==> src/rtl/mgt_01_mul_unit.sv <==
// Iterative radix-2 shift-add RV32M multiplier (MUL/MULH/MULHSU/MULHU), one operation in flight.
// Optional build macro MUL_ZERO_BYPASS_EN: a zero operand skips the MULTIPLY phase.

package mgt_01_mul_pkg;
    localparam int XLEN = 32;

    typedef enum logic [1:0] {
        MUL_    = 2'd0,
        MULH_   = 2'd1,
        MULHSU_ = 2'd2,
        MULHU_  = 2'd3
    } mul_ops_e;

    typedef enum logic {
        FREE = 1'b0,
        BUSY = 1'b1
    } fu_state_e;
endpackage

module mgt_01_mul_unit
    import mgt_01_mul_pkg::*;
(
    input  logic            clk_i,
    input  logic            rst_n_i,
    input  logic            clk_en_i,
    input  logic            valid_i,
    input  logic [XLEN-1:0] multiplicand_i,
    input  logic [XLEN-1:0] multiplier_i,
    input  mul_ops_e        operation_i,
    output logic [XLEN-1:0] result_o,
    output logic            valid_o,
    output fu_state_e       fu_state_o
);

    typedef enum logic [1:0] {
        IDLE     = 2'd0,
        MULTIPLY = 2'd1,
        FINISH   = 2'd2
    } state_e;

    state_e            state_q, state_d;
    logic [4:0]        count_q;
    mul_ops_e          op_q;
    logic              neg_q;
    logic [XLEN-1:0]   mcand_q;
    logic [XLEN-1:0]   mplier_q;
    logic [2*XLEN-1:0] prod_q;

    logic              sign_a, sign_b;
    logic [XLEN-1:0]   abs_a, abs_b;
    logic [XLEN-1:0]   addend;
    logic [XLEN:0]     sum;
    logic [2*XLEN-1:0] signed_prod;
    logic              zero_op;

    // Unsigned operands are treated as sign 0, so their magnitude is the raw value.
    always_comb begin
        sign_a      = (operation_i != MULHU_) && multiplicand_i[XLEN-1];
        sign_b      = ((operation_i == MUL_) || (operation_i == MULH_)) && multiplier_i[XLEN-1];
        abs_a       = sign_a ? -multiplicand_i : multiplicand_i;
        abs_b       = sign_b ? -multiplier_i : multiplier_i;
        zero_op     = (multiplicand_i == '0) || (multiplier_i == '0);
        addend      = mplier_q[0] ? mcand_q : '0;
        sum         = {1'b0, prod_q[2*XLEN-1:XLEN]} + {1'b0, addend};
        signed_prod = neg_q ? -prod_q : prod_q;
    end

    // NOTE: every variable driven here gets a default first so no latch is inferred.
    always_comb begin
        state_d = state_q;
        case (state_q)
            IDLE: begin
                if (valid_i) begin
`ifdef MUL_ZERO_BYPASS_EN
                    state_d = zero_op ? FINISH : MULTIPLY;
`else
                    state_d = MULTIPLY;
`endif
                end
            end
            MULTIPLY: if (count_q == 5'd31) state_d = FINISH;
            FINISH:   state_d = IDLE;
            default:  state_d = IDLE;
        endcase
    end

    // NOTE: sequential state uses non-blocking assignments so all registers update from pre-edge values.
    always_ff @(posedge clk_i) begin
        if (!rst_n_i) begin
            state_q <= IDLE;
        end else if (clk_en_i) begin
            state_q <= state_d;
        end
    end

    always_ff @(posedge clk_i) begin
        if (!rst_n_i) begin
            count_q  <= '0;
            op_q     <= MUL_;
            neg_q    <= 1'b0;
            mcand_q  <= '0;
            mplier_q <= '0;
            prod_q   <= '0;
            result_o <= '0;
            valid_o  <= 1'b0;
        end else if (clk_en_i) begin
            valid_o <= 1'b0;
            case (state_q)
                IDLE: begin
                    if (valid_i) begin
                        op_q     <= operation_i;
                        neg_q    <= sign_a ^ sign_b;
                        mcand_q  <= abs_a;
                        mplier_q <= abs_b;
                        prod_q   <= '0;
                        count_q  <= '0;
                    end
                end
                MULTIPLY: begin
                    // Carry lands in the product MSB; the retired multiplier bit falls off the bottom.
                    prod_q   <= {sum, prod_q[XLEN-1:1]};
                    mplier_q <= mplier_q >> 1;
                    count_q  <= count_q + 5'd1;
                end
                FINISH: begin
                    result_o <= (op_q == MUL_) ? signed_prod[XLEN-1:0]
                                               : signed_prod[2*XLEN-1:XLEN];
                    valid_o  <= 1'b1;
                end
                default: ;
            endcase
        end
    end

    assign fu_state_o = (state_q == IDLE) ? FREE : BUSY;

endmodule
==> config.mk <==
export PLATFORM = sky130hd
export DESIGN_NAME = mgt_01_mul_unit
export DESIGN_NICKNAME = d
export VERILOG_FILES = /design/src/rtl/mgt_01_mul_unit.sv
export SDC_FILE = /design/constraint.sdc
export NUM_CORES = 1
export LEC_CHECK = 0
export CAP_MARGIN = 20
export CORE_ASPECT_RATIO = 0.8
export CORE_MARGIN = 2
export CORE_UTILIZATION = 58
export DETAILED_ROUTE_END_ITERATION = 16
export PLACE_DENSITY = 0.8
export SLEW_MARGIN = 20
export SYNTH_ARGS = -nofsm -noshare
export SYNTH_HDL_FRONTEND = slang
export SYNTH_SLANG_ARGS = --single-unit
==> constraint.sdc <==
create_clock -name clk_i -period 3.3 [get_ports clk_i]
set_clock_uncertainty 0.05 [all_clocks]
set_input_delay 0.33 -clock clk_i [delete_from_list [all_inputs] [get_ports clk_i]]
set_output_delay 0.33 -clock clk_i [all_outputs]
set_load 0.01 [all_outputs]
---- After elaboration in Yosys (flattened, before gate mapping) ----
Cells that the tools add are included.
Widths: inputs -> output; s select.
word-level totals
  flip-flop bits (word level) ............. 171
  bits of input ports ..................... 70
  output and inout bits ................... 34
  logic and storage cells ................. 49
cells by class
  add/subtract/negate cells ............... 5
  eq/ne operators ......................... 7
  multiplexer cells ....................... 16
  bitwise gates (word level) .............. 1
  reductions and logical operators ........ 11
operator list
  cell                 count
  $mux 32              5
  $mux 64              2
  $pmux 64 s2          1
  $neg 32->32          2
  $neg 64->64          1
  $pmux 32 s2          1
  $add 32x32->33       1
  $pmux 5 s2           1
  $reduce_and 3->1     3
  $logic_not 2->1      3
  $ne 2x2->1 const B   3
  $add 5x1->5 const B  1
  $eq 5x5->1 const B   1
  $mux 5               1
  $eq 2x1->1 const B   2
  $mux 2               2
  $pmux 2 s2           1
  $eq 2x2->1 const B   1
  $logic_and 1x1->1    2
  $mux 1               2
  $reduce_and 2->1     1
  $reduce_bool 2->1    1
  $logic_or 1x1->1     1
  $xor 1x1->1          1

---- Logic depth before layout (Yosys ltp) ----
  word-level depth ........................ 6
  depth in mapped cells ................... 13
  mapped depth without buffers ............ 12

---- Worst setup path before layout ----
OpenSTA, ideal clock, no wires.
  path kind ............................... flip-flop to flip-flop
  from .................................... register mplier_q[0]
  to ...................................... register prod_q[59]
  setup time .............................. 129 ps
  data arrival time ....................... 2607 ps
  required time ........................... 3121 ps
  path slack .............................. 515 ps
  stages on the path, launching flop included .. 14
  path buffers ............................ 1
  period minus slack after synthesis ...... 2785 ps
  cell sequence ........................... dfxtp_1 -> clkbuf_1 -> and2_1 -> ha_1 -> inv_1 -> fa_1 -> nand2b_1 -> a21oi_1 -> nor2_1 -> o31ai_1 -> o21ai_0 -> o2111ai_1 -> xnor2_1 -> o21ai_0
on the way
  word-level cells in the longest chain between the ends .. 3
RTL lines
  item                    line  RTL
  from (decl)             46    logic [XLEN-1:0] mplier_q;
  from (signal assigned)  114   mplier_q <= abs_b;
  from (signal assigned)  122   mplier_q <= mplier_q >> 1;
  $mux 32                 63    addend = mplier_q[0] ? mcand_q : '0;
  $add 32x32->33          64    sum = {1'b0, prod_q[2*XLEN-1:XLEN]} + {1'b0, addend};
  $pmux 64 s2             108   case (state_q)
  to (signal assigned)    121   prod_q <= {sum, prod_q[XLEN-1:1]};
  to (decl)               47    logic [2*XLEN-1:0] prod_q;
Every way passes these cells.
A chain may end at the register's enable or synchronous reset.

---- Final worst setup path ----
Same ends and word-level chain as after synthesis.

==> key figures <==
Status
  – Status: completed

Route
  – Vias: 11600
  – DR WL/cell: 17.9 um
  – # DRC: 0
  – Routed Wire Length: 32900 um
  – 1st-pass router iterations: 6
  – ANT nets after route: 0
  – Initial DRC count: between 1000 and 1500
  – DR vias/cell: between 6 and 7

Yosys
  – Synth Area in Simple Gates: 0.252
  – Post-synthesis sequential area ratio: 0.297
  – Mux cell area share after synthesis: 0.00705
  – Post-synthesis compound-gate area fraction: 0.275
  – Synthesized cell area: 11500 um^2
  – Post-synth EDFFs: 0
  – Average size of a mapped cell: 7.64 um^2
  – Post-Syn Nets: 1618
  – Adder-Cell Fraction of Synth Area: 0.0419
  – Post-Syn Instances: 1510
  – Async SR Flop Fraction: 0
  – Synth Flop Type: dfxtp_1
  – Xor-xnor portion of the synthesized cell area: 0.0812
  – Post-synthesis cell type count: 78
  – Yosys synthesis warning count: 0
  – Flop and latch count out of synthesis: roughly 170
  – Largest family of logic cells by synthesized area: compound AO/OA/AOI/OAI gates

STA
  – Fin worst setup slack: 212 ps
  – Peak Freq: 324 MHz
  – Final setup fails: 0
  – Slew margin rel.: 0.277
  – Least-Margin Pin Slew: 1080 ps
  – TNS Setup: 0 ps
  – Worst Hold Margin: 198 ps
  – RSZ-0062 raised after global routing: false
  – Fin crit period: 3090 ps
  – Hold Vio Cnt, Final: 0
  – Max Transition Viols Final: 0
  – Crit share post-route: 0.936

Worst setup path
  – Worst R2R Path Depth: 12
  – Setup CP Type: reg2reg
  – Reg2Reg Setup Slack: between 200 and 250 ps
  – CP Buf/Inv Count: 1
  – Reg-to-reg critical path endpoint: prod_q[59]
  – Arrival time at the worst endpoint: 3350 ps
  – Crit path cell chain: and2_1, ha_1, inv_1, fa_1, nand2b_1, a21oi_1, nor2_1, o31ai_1, o21ai_0, o2111ai_1, xnor2_1, o21ai_0
  – Worst Setup End Kind: flip-flop
  – CP max stage delay: 390 ps
  – CP top delay family: compound AO/OA/AOI/OAI gates
  – Crit-path max FO: 4
  – Slowest stage cell, crit path: o31ai_1
  – Critical path startpoint category: flip-flop
  – R2R Path Start: mplier_q[0]
  – Most frequent CP cell: o21ai_0
  – WP data required: 3560 ps

Power and ir drop
  – Clock power frac: 0.439
  – Net Sw Frac: 0.261
  – Maximum VDD drop: 0.267 mV
  – Pleak: 5.38 nW
  – Combinational Power Share: 0.127
  – Sw power: between 1 and 1.5 mW
  – Internal power: 3.68 mW
  – Sequential cell fraction of total power: 0.434
  – PwrDens: 371 nW/um^2

Final layout
  – Area delta synth->final: 16.2%
  – Layout Nets: between 1500 and 2000
  – Ratio of cells with drive above 1 in the final layout: 0.0648
  – Filler Cell Count: 1710
  – Most frequent cells in the layout: nand2_1 (215), dfxtp_1 (170), o21ai_0 (124)
  – Final antenna diode count: 0
  – Most common cell after layout, fill and taps aside: nand2_1
  – Final Cell Area: 13400 um^2
  – Fin util: 0.681

Floorplanning
  – Initial Util: 0.586
  – IO Count: 104
  – Die Area: about 21000 um^2
  – Std-Cell Rows: 46
  – Die H: 130 um
  – Core footprint: 19700 um^2
  – Die W: 162 um

Flow run
  – Max Cap Viol: 0

Placed design
  – Placed Area: 12800 um^2
  – Port Buffers: 103
  – RD Place Congestion: 0.918
  – HPWL after detailed placement: ~23000 um
  – Pre-CTS setup slack: approximately 7.3 ps

Clock tree
  – Clk sinks: approximately 170
  – CTS root buf: clkbuf_16
  – H-Tree Depth: 4
  – Clock transition at path regs: 70 ps
  – Worst-Skew Late Latency: 440 ps
  – Hold-fix buffers, CTS: 0
  – CTS tree: built
  – Post-CTS setup buffers: 0
  – Clock buffer depth: 2
  – CTS buffer count: 17
  – Post-cts sizing count: 0

Min path
  – Hold path depth: 2
  – Min-Delay Path Class: in2reg
  – Hold path endpoint: count_q[1]
  – Hold path start: rst_n_i

Global routing
  – Initial antenna violation count: 0
  – Number of global-route vias before repair: 10200
  – Largest net degree at the start of global routing: 83
  – Total grt overflow: 0
  – Total track usage: 0.308
  – First-pass GRT wire length: 52800 um
metrics by stage:
stage | total power [mW] | instances
2_1_floorplan | 2.59 | 1510
3_3_place_gp | 2.81 | 1806
3_5_place_dp | 2.82 | 1806
4_1_cts | 4.97 | 1838
5_1_grt | 5.13 | 1838
6_report | 4.97 | 1838
power groups by stage:
stage          Sequential [mW]  Combinational, mW  Clock (mW)
2_1_floorplan             2.19              0.402           0
3_3_place_gp              2.20              0.606           0
3_5_place_dp              2.20              0.619           0
4_1_cts                   2.16              0.622        2.19
5_1_grt                   2.17              0.687        2.28
6_report                  2.16              0.632        2.18
Yosys cell counts (all sizes together), types with 3 or more instances:
master | number | share of area
nand3b | 7 | 0.0046
a31oi | 15 | 0.0081
a211oi | 5 | 0.0033
nor3b | 8 | 0.0052
a22o | 21 | 0.016
a221oi | 6 | 0.0046
xnor2 | 59 | 0.045
o311a | 3 | 0.0026
o311ai | 8 | 0.0067
clkbuf | 91 | 0.030
nor2b | 16 | 0.0087
o211a | 30 | 0.026
o21ai | 127 | 0.055
o2111ai | 4 | 0.0030
xor2 | 48 | 0.036
buf | 17 | 0.0082
mux2i | 7 | 0.0061
nor2 | 90 | 0.029
o22ai | 4 | 0.0022
nand2 | 215 | 0.070
and3 | 7 | 0.0038
o31ai | 16 | 0.010
a21o | 13 | 0.0085
nor4 | 15 | 0.0092
nor3 | 30 | 0.013
o211ai | 16 | 0.010
or2 | 13 | 0.0070
o41ai | 13 | 0.012
nand4 | 10 | 0.0054
nand3 | 71 | 0.031
nand2b | 15 | 0.0081
ha | 37 | 0.040
or4 | 14 | 0.0098
and2 | 46 | 0.025
a22oi | 19 | 0.012
or3 | 24 | 0.014
a21oi | 79 | 0.034
a32o | 5 | 0.0043
inv | 25 | 0.0081
dfxtp | 171 | 0.30
o21a | 5 | 0.0033
a21boi | 58 | 0.038
registers in the layout (all words and copies together), names as in the netlist:
register	flops
prod_q	64
mcand_q	32
mplier_q	32
result_o	32
count_q	5
op_q	2
state_q	2
neg_q	1
valid_o	1
worst max-delay path by stage:
| stage | from | end | slack (ps) | depth (start not counted) |
|---|---|---|---|---|
| after floorplan | mplier_q[0] | prod_q[59] | 510 | 13 |
| after global placement | multiplicand_i[8] | mcand_q[19] | 100 | 8 |
| after detailed placement | multiplicand_i[8] | mcand_q[19] | 7 | 8 |
| after CTS | mplier_q[0] | prod_q[59] | 250 | 12 |
| after global routing | mplier_q[0] | prod_q[59] | 7 | 12 |
| final | mplier_q[0] | prod_q[59] | 210 | 12 |
logic make-up (layout without fill, tap and decap cells):
kind of cell,Yosys count,in the layout
flops,171,171
fa+ha+maj,38,38
mux,8,8
simple gates,588,588
buf+inv,133,197
compound gates,465,465
xor+xnor,107,107
routing by layer:
| layer | global-route usage | vias to the layer above | wire length (um) |
|---|---|---|---|
| met5 | 0 | - | 0 |
| met4 | 0.0927 | 0 | 703 |
| met3 | 0.0480 | 60 | 2670 |
| met2 | 0.478 | 510 | 14300 |
| met1 | 0.444 | 5472 | 15200 |
| li1 | - | 5555 | - |
worst reg2reg max path, stage by stage (launching register included):
cell and delay, ps:
dfxtp_1 360, and2_1 150, ha_1 190, inv_1 60, fa_1 380, nand2b_1 200
a21oi_1 220, nor2_1 130, o31ai_1 390, o21ai_0 270, o2111ai_1 340, xnor2_1 150
o21ai_0 80
cell type report:
cell class	instances	area [um^2]	share of cell area
sequential	171	3420	0.255
inverter	25	93.8	0.00700
tap	264	330	0.0246
timing repair buffer	140	1320	0.0983
clock inverter	12	185	0.0138
clock buffer	20	447	0.0333
multi-input combinational	1206	7610	0.568
No activity file was read; power rests on OpenSTA's default activity.
